[src/rtl/bram_wide2narrow_fifo.sv]
// rtl/bram_wide2narrow_fifo.sv - buffered wide-to-narrow width converter for the BRAM read path
module bram_wide2narrow_fifo #(
  parameter int IN_W      = 64,
  parameter int OUT_W     = 32,
  parameter int DEPTH     = 4,
  parameter int MSB_FIRST = 1
) (
  input  logic                     clk,
  input  logic                     rst,
  input  logic                     flush,
  input  logic [IN_W-1:0]          s_data,
  input  logic                     s_valid,
  output logic                     s_ready,
  output logic [OUT_W-1:0]         m_data,
  output logic                     m_valid,
  input  logic                     m_ready,
  output logic                     m_last,
  output logic [$clog2(DEPTH):0]   level
);

  localparam int RATIO = IN_W / OUT_W;
  localparam int PW    = $clog2(DEPTH);
  localparam int CW    = PW + 1;
  localparam int SW    = (RATIO > 2) ? $clog2(RATIO) : 1;

  localparam logic [CW-1:0] FULL_CNT   = CW'(DEPTH);
  localparam logic [SW-1:0] LAST_SLICE = SW'(RATIO - 1);

  logic [IN_W-1:0] mem_q [DEPTH];

  logic [PW-1:0] wr_ptr_q, wr_ptr_d;
  logic [PW-1:0] rd_ptr_q, rd_ptr_d;
  logic [CW-1:0] count_q, count_d;
  logic [SW-1:0] slice_q, slice_d;

  logic            push;
  logic            beat;
  logic            word_done;
  logic [IN_W-1:0] rd_word;
  logic [OUT_W-1:0] sel_slice;

  // Readiness depends only on occupancy; a final-slice pop does not free the entry until the edge.
  assign s_ready   = ~rst & (count_q != FULL_CNT);
  assign m_valid   = (count_q != '0);
  assign m_last    = m_valid & (slice_q == LAST_SLICE);
  assign level     = count_q;

  assign push      = s_valid & s_ready;
  assign beat      = m_valid & m_ready;
  assign word_done = beat & (slice_q == LAST_SLICE);
  assign rd_word   = mem_q[rd_ptr_q];

  // Pick the current slice of the head word; slice order set by MSB_FIRST, zero when empty.
  always_comb begin
    sel_slice = '0;
    for (int k = 0; k < RATIO; k++) begin
      if (slice_q == SW'(k)) begin
        if (MSB_FIRST != 0) begin
          sel_slice = rd_word[IN_W-1-k*OUT_W -: OUT_W];
        end else begin
          sel_slice = rd_word[k*OUT_W +: OUT_W];
        end
      end
    end
    m_data = m_valid ? sel_slice : '0;
  end

  // Next-state for pointers, occupancy and slice counter; flush overrides push and pop.
  always_comb begin
    wr_ptr_d = wr_ptr_q;
    rd_ptr_d = rd_ptr_q;
    count_d  = count_q;
    slice_d  = slice_q;
    if (flush) begin
      wr_ptr_d = '0;
      rd_ptr_d = '0;
      count_d  = '0;
      slice_d  = '0;
    end else begin
      if (push) begin
        wr_ptr_d = wr_ptr_q + PW'(1);
      end
      if (beat) begin
        if (word_done) begin
          slice_d  = '0;
          rd_ptr_d = rd_ptr_q + PW'(1);
        end else begin
          slice_d  = slice_q + SW'(1);
        end
      end
      case ({push, word_done})
        2'b10:   count_d = count_q + CW'(1);
        2'b01:   count_d = count_q - CW'(1);
        default: count_d = count_q;
      endcase
    end
  end

  // Control state register with asynchronous reset.
  always_ff @(posedge clk or posedge rst) begin
    if (rst) begin
      wr_ptr_q <= '0;
      rd_ptr_q <= '0;
      count_q  <= '0;
      slice_q  <= '0;
    end else begin
      wr_ptr_q <= wr_ptr_d;
      rd_ptr_q <= rd_ptr_d;
      count_q  <= count_d;
      slice_q  <= slice_d;
    end
  end

  // Word storage is not reset; a flushed push is dropped so it never lands in memory.
  always_ff @(posedge clk) begin
    if (push && !flush) begin
      mem_q[wr_ptr_q] <= s_data;
    end
  end

endmodule

[config.mk]
export PLATFORM = sky130hd
export DESIGN_NAME = bram_wide2narrow_fifo
export DESIGN_NICKNAME = d
export VERILOG_FILES = /design/src/rtl/bram_wide2narrow_fifo.sv
export SDC_FILE = /design/constraint.sdc
export NUM_CORES = 1
export LEC_CHECK = 0
export CAP_MARGIN = 20
export CELL_PAD_IN_SITES_DETAIL_PLACEMENT = 0
export CELL_PAD_IN_SITES_GLOBAL_PLACEMENT = 2
export CORE_MARGIN = 3
export CORE_UTILIZATION = 44
export CTS_BUF_LIST = sky130_fd_sc_hd__clkbuf_4 sky130_fd_sc_hd__clkbuf_8 sky130_fd_sc_hd__clkbuf_16
export DETAILED_ROUTE_END_ITERATION = 7
export GPL_TIMING_DRIVEN = 0
export PLACE_DENSITY_LB_ADDON = 0.1
export SLEW_MARGIN = 20
export SYNTH_ARGS = -nofsm -noshare
export SYNTH_HDL_FRONTEND = slang
export SYNTH_SLANG_ARGS = --single-unit
[constraint.sdc]
create_clock -name clk -period 4.1 [get_ports clk]
set_input_delay 0.41 -clock clk [delete_from_list [all_inputs] [get_ports clk]]
set_output_delay 0.41 -clock clk [all_outputs]
set_load 0.005 [all_outputs]
==> run metrics <==
status=completed; Post-Synth Simple-Gate Area=under 10%; first-pass GRT wire length=30400 µm; area share of fa/ha/maj cells after synthesis=0.694%; Syn Nets=504; effective utilization at floorplan=~46%; vias per cell=5.44; CTS Buf Count=29; Detailed Route WL=19800 µm; PnR Total Power=between 5 and 6 mW; initial antenna violation count=0; post-route clock period utilization=81.5%; placed instance area=11600 µm²; Finished Layout Cells=873; TritonRoute pass-1 iters=5; clk buf depth=3; Syn Inst Count=430; Worst-Skew Late Latency=0.52 ns; die height=157 µm; post-synthesis xor/xnor area fraction=less than 1%; initial DRC count=235; Max-cap violations=0; drc violations=0; Clock Root Buffer=clkbuf_16; largest family of logic cells by synthesized area=multiplexers; Placer Congestion=0.735; pre-CTS setup slack=~1.1 ns; VDD IR max=315 µV; origin of the worst setup path=rd_ptr_q[1]; DP Cell Count=820; Slew @ Worst Pin=0.842 ns; DP HPWL=12000 µm; IO buf count=between 100 and 150; compound-cell area share of the yosys netlist=2.95%; post-route cell area=12500 µm²; CTS Hold Bufs=0; htree depth=1; Max-slew headroom=43.9%; Boundary Pins=107; die width=157 µm; share of layout cells above drive strength 1=22.9%; Core Rows=54; worst hold path type=in2async; Post-Synthesis Mean Instance Area=23.5 µm²; TNS Setup=0 ns; die footprint=24800 µm²; Worst-path clk slew=0.06 ns; CORE AREA=approximately 22000 µm²; Synth Warn #=0; Synth cell types=32; # diodes=0; kind of critical path=reg2out; NumNets Final=between 600 and 700; Synth Register Bits=264; pin count of the biggest net entering global routing=44; fmax=299 MHz; Pleak=around 4.0 nW; CTS resizes=0; Final setup viols=0; synthesized area=10100 µm²; sequential area share after synthesis=78.2%; Hold Vio Cnt, Final=0; fin util=56.6%; Vias=approximately 4700; vias in the first global route=5185; CP required=3.69 ns; hold slack=about 0.33 ns; total track usage=16.4%; Worst Path Arrival=2.93 ns; gr ovfl total=0; worst r2r src=level[0]; Post-CTS Repair Setup Buffers=0; fin. max-slew vios=0; final worst slack=0.757 ns; crit-path max FO=10; Final Skew=0.00753 ns; Num Clock Sinks=264; CP startpoint kind=register; post-synthesis mux area share=14.7%; pwr/cell area=461 nW/µm²; area grow syn2layout=24.2%; routed len/inst=22.7 µm; CTS tree=done; post-route antenna net violation count=0; CP Capture Type=output pin; RSZ-0062 raised after global routing=no; Tmin final=3.34 ns
-- metal layers --
layer,global-route usage (%),share of wire (%)
met1,22.2,42
met2,27.4,50
met3,3.49,5.1
met4,4.17,2.4
met5,0,0
-- Yosys cell counts (all sizes together) --
cell / number / area [µm²]
a22o: 32 / 280
a2bb2oi: 1 / 8.76
and2: 4 / 25.0
buf: 14 / 85.1
clkbuf: 9 / 33.8
dfrtp: 8 / 200
edfxtp: 256 / 7690
fa: 1 / 20.0
ha: 4 / 50.1
inv: 3 / 11.3
mux2: 2 / 22.5
mux2i: 2 / 20.0
mux4: 64 / 1440
nand2: 3 / 13.8
nand2b: 2 / 12.5
nand3: 1 / 5.00
nand3b: 1 / 7.51
nor2: 9 / 33.8
nor2b: 4 / 25.0
nor3: 1 / 5.00
nor3b: 2 / 31.3
o31a: 1 / 8.76
or3: 1 / 11.3
xnor2: 1 / 8.76
xor2: 4 / 42.6
-- registers in the layout, indices dropped and copies added (netlist names) --
signal	count
slice_q	1
level	3
mem_q	256
wr_ptr_q	2
rd_ptr_q	2
-- cell families after synthesis --
logic type / count (synthesis)
compound gates: 34
xor+xnor: 5
fa+ha+maj: 5
buf+inv: 26
flops: 264
mux: 68
simple gates: 28
-- path summary, 6_finish.rpt --
check / endpoint / slack [ns] / depth (start not counted)
max: m_data[23] / 0.76 / 5
min: slice_q / 0.33 / 2
max reg2reg: mem_q[1][29] / 1.50 / 5
min reg2reg: wr_ptr_q[1] / 0.58 / 2
max in group asynchronous: level[0] / 3.53 / 2
min in group clk: mem_q[3][22] / 0.52 / 1
-- cells in the final DEF, fill, tap and decap left out, types with 4 or more instances in the layout --
master,n
a22o_1,32
and2_4,4
buf_2,8
clkbuf_1,9
clkbuf_16,29
clkbuf_4,11
clkdlybuf4s50_1,106
clkinv_1,7
dfrtp_1,8
edfxtp_1,256
ha_1,4
mux4_2,64
nor2_1,9
nor2b_1,4
-- area by class of cell --
class / instances / area, µm²
plain buffers: 23 / 119
clock buffers: 40 / 808
clock inverters: 13 / 110
fillers: 1660 / 9630
inverters: 3 / 11.3
multi-input cells: 140 / 2080
flip-flops and latches: 264 / 7890
well taps: 280 / 350
repair buffers: 110 / 1160
-- power breakdown --
group	switching, mW	internal, mW	total [mW]
Combinational	0.147	0.187	0.333
Clock	0.943	1.49	2.44
Sequential	0.0130	3.00	3.01
Total	1.10	4.68	5.78
-- worst max-delay path, cell delays in order, from the launching register on --
cell and delay [ns]:
dfrtp_1 0.35, buf_2 0.26, clkbuf_1 0.66, mux4_2 0.41, a22o_1 0.26, clkdlybuf4s50_1 0.46
No activity file was read; power rests on OpenSTA's default activity.
